[config.mk]
export PLATFORM = sky130hd
export DESIGN_NAME = ifetch_mem_responder_flat
export DESIGN_NICKNAME = d
export VERILOG_FILES = /design/src/rtl/ifetch_mem_responder_if.sv /design/src/rtl/ifetch_mem_responder.sv /design/src/flat_wrapper.sv
export SDC_FILE = /design/constraint.sdc
export NUM_CORES = 1
export LEC_CHECK = 0
export ABC_AREA = 0
export CAP_MARGIN = 10
export CORE_MARGIN = 4
export CORE_UTILIZATION = 30
export CTS_CLUSTER_DIAMETER = 50
export DETAILED_ROUTE_END_ITERATION = 8
export GPL_ROUTABILITY_DRIVEN = 0
export PLACE_DENSITY_LB_ADDON = 0.1
export REMOVE_ABC_BUFFERS = 1
export SYNTH_ARGS = -nofsm -noshare
export SYNTH_HDL_FRONTEND = slang
export SYNTH_SLANG_ARGS = --single-unit
[constraint.sdc]
create_clock -name clk -period 3.19 [get_ports clk]
set_input_delay 0.638 -clock clk [delete_from_list [all_inputs] [get_ports clk]]
set_output_delay 0.638 -clock clk [all_outputs]
set_load 0.005 [all_outputs]
[src/rtl/ifetch_mem_responder_if.sv]
// Fetch handshake (cache side) and byte-wide RAM bus (arbiter side) of the
// instruction-fetch memory responder.
interface ifetch_mem_responder_if;
    logic        asking;
    logic [31:0] addr;
    logic        flush;
    logic [31:0] data;
    logic        data_ready;
    logic        bus_req;
    logic        bus_grant;
    logic [31:0] mem_a;
    logic        mem_rd_en;
    logic [7:0]  mem_din;

    modport slave (
        input  asking, addr, flush, bus_grant, mem_din,
        output data, data_ready, bus_req, mem_a, mem_rd_en
    );

    modport master (
        output asking, addr, flush, bus_grant, mem_din,
        input  data, data_ready, bus_req, mem_a, mem_rd_en
    );
endinterface

[src/rtl/ifetch_mem_responder.sv]
// Instruction-fetch memory responder: wins the byte-wide RAM bus and assembles
// one 16-bit (RVC) or 32-bit little-endian instruction per request.
module ifetch_mem_responder #(
    parameter int MEM_LATENCY = 1
) (
    input  logic clk,
    input  logic rst_n,
    ifetch_mem_responder_if.slave ifc
);
    localparam int LAST = MEM_LATENCY - 1;

    typedef enum logic [1:0] {IDLE, REQ, READ} state_t;

    state_t      state;
    logic [31:0] base;
    logic [1:0]  issue_k;
    logic        issue_done;
    logic        b0_known;
    logic [7:0]  b0_q, b1_q, b2_q;

    // Read-return tracker: entry LAST holds the byte whose data is on mem_din now
    logic [MEM_LATENCY-1:0] rd_vld_p;
    logic [1:0]             rd_idx_p [MEM_LATENCY];

    logic       samp, b0_now, b0_avail, b0_is32, issue_fire, done_now;
    logic [1:0] samp_idx, issue_byte;

    always_comb begin
        samp       = (state == READ) && rd_vld_p[LAST];
        samp_idx   = rd_idx_p[LAST];
        b0_now     = samp && (samp_idx == 2'd0);
        b0_avail   = b0_known || b0_now;
        // Length decision may be needed on the very edge byte0 arrives
        b0_is32    = b0_known ? (b0_q[1:0] == 2'b11) : (ifc.mem_din[1:0] == 2'b11);
        issue_byte = (state == READ) ? issue_k : 2'd0;
        issue_fire = 1'b0;
        if (!ifc.flush) begin
            if (state == REQ)
                issue_fire = ifc.bus_grant;
            else if (state == READ && !issue_done)
                issue_fire = (issue_k == 2'd1) || (b0_avail && b0_is32);
        end
        done_now = samp && !ifc.flush &&
                   ((samp_idx == 2'd3) || (samp_idx == 2'd1 && b0_q[1:0] != 2'b11));
    end

    always_ff @(posedge clk or negedge rst_n) begin
        if (!rst_n) begin
            state          <= IDLE;
            ifc.bus_req    <= 1'b0;
            ifc.mem_a      <= '0;
            ifc.mem_rd_en  <= 1'b0;
            ifc.data       <= '0;
            ifc.data_ready <= 1'b0;
            issue_k        <= 2'd0;
            issue_done     <= 1'b0;
            b0_known       <= 1'b0;
            rd_vld_p       <= '0;
        end else begin
            ifc.data_ready <= 1'b0;
            ifc.mem_rd_en  <= issue_fire;
            if (issue_fire)
                ifc.mem_a <= base + {30'd0, issue_byte};
            for (int i = LAST; i > 0; i--)
                rd_vld_p[i] <= rd_vld_p[i-1];
            rd_vld_p[0] <= issue_fire;

            if (ifc.flush) begin
                state       <= IDLE;
                ifc.bus_req <= 1'b0;
                rd_vld_p    <= '0;
            end else begin
                case (state)
                    IDLE: begin
                        if (ifc.asking) begin
                            state       <= REQ;
                            ifc.bus_req <= 1'b1;
                        end
                    end
                    REQ: begin
                        if (ifc.bus_grant) begin
                            state      <= READ;
                            issue_k    <= 2'd1;
                            issue_done <= 1'b0;
                            b0_known   <= 1'b0;
                        end
                    end
                    READ: begin
                        if (b0_now)
                            b0_known <= 1'b1;
                        if (issue_fire) begin
                            if (issue_k == 2'd3)
                                issue_done <= 1'b1;
                            else
                                issue_k <= issue_k + 2'd1;
                        end else if (issue_k != 2'd1 && b0_avail && !b0_is32) begin
                            issue_done <= 1'b1;
                        end
                        if (done_now) begin
                            ifc.data       <= (samp_idx == 2'd3) ?
                                              {ifc.mem_din, b2_q, b1_q, b0_q} :
                                              {16'h0000, ifc.mem_din, b0_q};
                            ifc.data_ready <= 1'b1;
                            ifc.bus_req    <= 1'b0;
                            state          <= IDLE;
                        end
                    end
                    default: state <= IDLE;
                endcase
            end
        end
    end

    always_ff @(posedge clk) begin
        if (state == IDLE && ifc.asking)
            base <= ifc.addr;
        for (int i = LAST; i > 0; i--)
            rd_idx_p[i] <= rd_idx_p[i-1];
        rd_idx_p[0] <= issue_byte;
        if (samp) begin
            case (samp_idx)
                2'd0:    b0_q <= ifc.mem_din;
                2'd1:    b1_q <= ifc.mem_din;
                2'd2:    b2_q <= ifc.mem_din;
                default: ;
            endcase
        end
    end
endmodule

[src/flat_wrapper.sv]
// flat-port wrapper written by rule: the top's interface ports become plain ports
module ifetch_mem_responder_flat 
#(
    parameter int MEM_LATENCY = 1
)
  (clk, rst_n, ifc_asking, ifc_addr, ifc_flush, ifc_bus_grant, ifc_mem_din, ifc_data, ifc_data_ready, ifc_bus_req, ifc_mem_a, ifc_mem_rd_en);
  ifetch_mem_responder_if ifc_i ();
  input  logic clk;
  input  logic rst_n;
  input wire logic [$bits(ifc_i.asking)-1:0] ifc_asking;
  input wire logic [$bits(ifc_i.addr)-1:0] ifc_addr;
  input wire logic [$bits(ifc_i.flush)-1:0] ifc_flush;
  input wire logic [$bits(ifc_i.bus_grant)-1:0] ifc_bus_grant;
  input wire logic [$bits(ifc_i.mem_din)-1:0] ifc_mem_din;
  output wire logic [$bits(ifc_i.data)-1:0] ifc_data;
  output wire logic [$bits(ifc_i.data_ready)-1:0] ifc_data_ready;
  output wire logic [$bits(ifc_i.bus_req)-1:0] ifc_bus_req;
  output wire logic [$bits(ifc_i.mem_a)-1:0] ifc_mem_a;
  output wire logic [$bits(ifc_i.mem_rd_en)-1:0] ifc_mem_rd_en;
  assign ifc_i.asking = ifc_asking;
  assign ifc_i.addr = ifc_addr;
  assign ifc_i.flush = ifc_flush;
  assign ifc_i.bus_grant = ifc_bus_grant;
  assign ifc_i.mem_din = ifc_mem_din;
  assign ifc_data = ifc_i.data;
  assign ifc_data_ready = ifc_i.data_ready;
  assign ifc_bus_req = ifc_i.bus_req;
  assign ifc_mem_a = ifc_i.mem_a;
  assign ifc_mem_rd_en = ifc_i.mem_rd_en;
  ifetch_mem_responder #(.MEM_LATENCY(MEM_LATENCY)) u_core (.clk(clk), .rst_n(rst_n), .ifc(ifc_i));
endmodule
# After elaboration in Yosys (flattened, before gate mapping)
# Memory sizes are Yosys's and may differ from the RTL's.
# Cells that the tools add are included.
# op_classes
addsub,2
n_eq_ne,20
muxes,30
reduce_logical,29
n_bitwise,1
# op_table
cell,count
$add 32x2->32,1
$mux 32,1
$mux 1,16
$mux 2,8
$eq 2x2->1 const B,6
$logic_and 1x1->1,10
$reduce_and 5->1,2
$ne 3x3->1 const B,3
$reduce_and 3->1,3
$eq 2x1->1 const B,3
$ne 2x1->1 const B,3
$ne 2x2->1 const B,3
$ne 3x2->1 const B,2
$pmux 1 s2,3
$pmux 2 s3,1
$reduce_and 2->1,3
$logic_not 2->1,2
$pmux 2 s2,1
$reduce_and 4->1,1
$logic_not 1->1,3
$logic_or 1x1->1,3
$reduce_bool 3->1,1
$add 2x1->2 const B,1
$reduce_bool 2->1,1
$not 1->1,1
# totals
reg_bits,130
memories,1
in_bits,45
output_inout_bits,67
ram_bits,2
# memory_table
name,depth,word_bits,read_ports,rd_clocked_by_memory_dff,wr,line,rtl
u_core.rd_idx_p,1,2,1,0,1,ifetch_mem_responder.sv:23,logic [1:0] rd_idx_p [MEM_LATENCY];

# Logic depth before layout (Yosys ltp)
# depth
word_depth,11
mapped_depth,10
mapped_depth_nobuf,10

# Worst setup path after synthesis
# Ideal clock, no wire load.
# synth_path
path_type,register -> register
from,register u_core.state[0]
to,register u_core.ifc.mem_a[20]
arrival_time_ps,2462
path_slack_ps,594
period_less_slack_ps,2596
n_path_buf,0
path_stages_with_launch,11
setup_time_ps,135
path_cell_list,dfrtp_1 and2b_1 and2_1 ha_1 inv_1 fa_1 and4b_1 nand4_1 nor4_1 xnor2_1 o21ai_0
# synth_rtl
element,line,rtl
start: declaration,ifetch_mem_responder.sv:14,state_t state;
start signal: assignment,ifetch_mem_responder.sv:49,state <= IDLE;
start signal: assignment,ifetch_mem_responder.sv:69,state <= IDLE;
start signal: assignment,ifetch_mem_responder.sv:76,state <= REQ;
$eq 2x2->1,ifetch_mem_responder.sv:35,issue_byte = (state == READ) ? issue_k : 2'd0;
$mux 2,ifetch_mem_responder.sv:35,
via u_core.issue_byte[0],ifetch_mem_responder.sv:26,"logic [1:0] samp_idx, issue_byte;"
$add 32x2->32,ifetch_mem_responder.sv:63,"ifc.mem_a <= base + {30'd0, issue_byte};"
end signal: assignment,ifetch_mem_responder.sv:63,
end: declaration,ifetch_mem_responder_if.sv:17,"output data, data_ready, bus_req, mem_a, mem_rd_en"
# The timed path passes the listed nets, and every way through them passes these cells.
# A chain may end at the register's enable or synchronous reset.

# Final worst setup path
# layout_path
from,register u_core.state[0]
to,register u_core.ifc.mem_a[22]
# The elaborated chain is that of the path after synthesis.

==> flow_summary.ini <==
[run_status]
status = complete, no violations

[synthesis]
synth-edff-count = 56
netlist_instances = 411
synth-seq-area-share = 0.669
synth-seq-cells = 131
synth_top_cell_by_area = dfrtp_1
synth.top_cell.area_share = 0.345
yosys_most_used_dff = dfrtp_1
synth_warnings = 0
syn_area_um2 = 5300
avgSynthCellArea_um2 = 12.9
yosys-top-cells-area = dfrtp_1 (34%), edfxtp_1 (32%), nand2_1 (3.9%), xnor2_1 (3.6%), o21ai_0 (2.8%)
synth_cell_types = 48
synthArstFlopShare = 0.557

[clocking]
htreeDepth = 4
cts-resized-gates = 0
cts_max_path_buffers = 2
clk_latency_ns = 0.41
cts-hold-fix-buffers = 0
cts_setup_buffers = 0
cts_tree = done
cts_sinks = 131
cts-buffers-inserted = 17
clk_pin_slew_ns = 0.06
root_buffer = clkbuf_16

[global_routing]
gr-usage-all-layers = 0.126
grt_max_degree = 74
grt_pass1_vias = 3661
grt_pass1_wl_mm = 19.6
antenna_found_initial = 0
overflow = 0

[critical_path]
crit_path_end_kind = register
max_stage_delay_ns = 0.42
crit_path_max_fanout = 10
worst-setup-path-type = register to register
critPathLaunchType = register
critPathTopFamily = simple AND/OR/NAND/NOR gates
crit_buf_inv = 2
cpMaxStageDelayCell = fa_1
cp.required_ns = 3.48
worstPathArrival_ns = 3.08
path_cells = and2b_1 > and2_1 > ha_1 > inv_1 > fa_1 > and4b_1 > nand4_1 > buf_4 > nor4_1 > xnor2_1 > o21ai_0

[timing]
hold_ws_ns = 0.385
worst-slew-pin-transition_ns = 0.973
rsz0062_at_grt = no
slew_viol_final = 0
final.min_clock_period_ns = 2.79
hold_viol = 0
fin_tns_setup_ns = 0
finalSetupViolations = 0
finalClockSkew_ns = 0.00578
fmax_mhz = 359
finalCritPeriodShare = 0.874
slew_headroom = 0.351

[route]
via_per_inst = 4.54
drc_errors = 0
drtIter0Drc = 205
wl_mm = 11.9
first_pass_iters = 4
post_drt_wl_per_cell_um = 15.4
postRouteAntennaNets = 0
vias = 3510

[die]
core_region_area_um2 = 17300
die-area_um2 = 19900
die_h_um = 141
start_util = 0.306
die_w_um = 141
rows = 48
io_pins = 112

[place]
portBuffers = 111
place_hpwl_mm = 8.23
dpl_cell_area_um2 = 6740

[worst_hold_path]
hold_class = input pin to async pin

[run]
maxCapViolCount = 0

[power_and_ir_drop]
power_density_nw_per_um2 = 664
leakagePower_uw = 0.00295
ir_drop_mv = 0.373

[final_layout]
num_antenna_cells = 0
nets = 585
area_growth_pct = 38.8
finish.instance_area_um2 = 7360
drive_above_1_share = 0.109
metal layers:
layer | vias to the layer above | share of wire | track usage
met4 | 0 | 0.012 | 0.0484
li1 | 1720 | - | -
met3 | 10 | 0.052 | 0.0438
met2 | 94 | 0.49 | 0.205
met1 | 1686 | 0.44 | 0.156
met5 | - | 0 | 0
registers in the layout, indices dropped and copies added (netlist names), 2 cells and up:
register / cells
u_core.state: 2
u_core.ifc.mem_a: 32
u_core.b2_q: 8
u_core.ifc.data: 32
u_core.b1_q: 8
u_core.base: 32
u_core.b0_q: 8
u_core.issue_k: 2
u_core.rd_idx_p: 2
cells in the mapped netlist (5+ instances only):
library cell and n:
dfrtp_1 73, edfxtp_1 56, nand2_1 55, o21ai_0 30
xnor2_1 22, a22o_1 16, inv_1 16, nor2_1 14
clkbuf_1 11, nor3_1 11, mux2i_1 10, nand3_1 9
o21ai_1 9, xor2_1 8, nand4_1 7, a21oi_1 5
mux2_1 5
path summary, 6_finish.rpt:
kind	endpoint	startpoint	cells after the start	slack [ns]
max	u_core.ifc.mem_a[22]$_DFFE_PN0P_	u_core.state[0]$_DFFE_PN0P_	11	0.40
min	u_core.ifc.data[2]$_DFFE_PN0P_	rst_n	1	0.39
max reg2reg	u_core.ifc.mem_a[22]$_DFFE_PN0P_	u_core.state[0]$_DFFE_PN0P_	11	0.40
min reg2reg	u_core.ifc.data[5]$_DFFE_PN0P_	u_core.b0_q[5]$_DFFE_PP_	1	0.45
max in group asynchronous	u_core.ifc.mem_a[12]$_DFFE_PN0P_	rst_n	1	2.19
min in group clk	u_core.ifc.data[5]$_DFFE_PN0P_	u_core.b0_q[5]$_DFFE_PP_	1	0.45
metrics by stage:
| stage | setup WS, ns | power [uW] | util | instances |
|---|---|---|---|---|
| 5_1_grt | 0.203 | 5130 | 0.425 | 773 |
| 6_report | 0.401 | 4890 | 0.425 | 773 |
| 3_3_place_gp | 0.525 | 2910 | 0.390 | 741 |
| 4_1_cts | 0.375 | 4970 | 0.425 | 773 |
| 2_1_floorplan | -0.649 | 2360 | - | 395 |
| 3_5_place_dp | 0.432 | 2910 | 0.390 | 741 |
cells in the final DEF, fill, tap and decap left out, types with 4 or more instances in the layout:
cell type	n
clkdlybuf4s50_1	110
mux2_2	4
a21oi_1	5
xor2_1	8
nand2_1	55
clkinv_2	4
mux2i_1	10
edfxtp_1	56
buf_4	10
nor2_1	13
mux2_1	5
o21ai_0	30
nor3_1	9
clkbuf_16	18
ha_1	4
nand3_1	9
nand4_1	7
dfrtp_1	73
xnor2_1	22
a22o_1	16
inv_1	16
nor3_2	4
o21ai_1	9
report_power, final:
part / switching, uW / internal [uW]
Clock: 732 / 1300
Sequential: 158 / 1980
Combinational: 270 / 446
Total: 1160 / 3730
cells by family (layout without fill, tap and decap cells):
| group | Yosys count | in the layout | synth area share |
|---|---|---|---|
| compound gates | 70 | 70 | 0.0824 |
| xor+xnor | 30 | 30 | 0.0496 |
| fa+ha+maj | 5 | 5 | 0.0132 |
| buf+inv | 32 | 169 | 0.0250 |
| flops | 131 | 131 | 0.669 |
| mux | 19 | 19 | 0.0380 |
| simple gates | 124 | 124 | 0.122 |
cell type report:
cell class                 count  area [um2]
fill                        1638        9940
sequential                   131        3550
multi-input combinational    248        1650
timing repair buffer         121        1200
clock buffer                  20         468
tap                          225         282
clock inverter                12         151
inverter                      16        60.1
(Power assumes the default switching activity.)
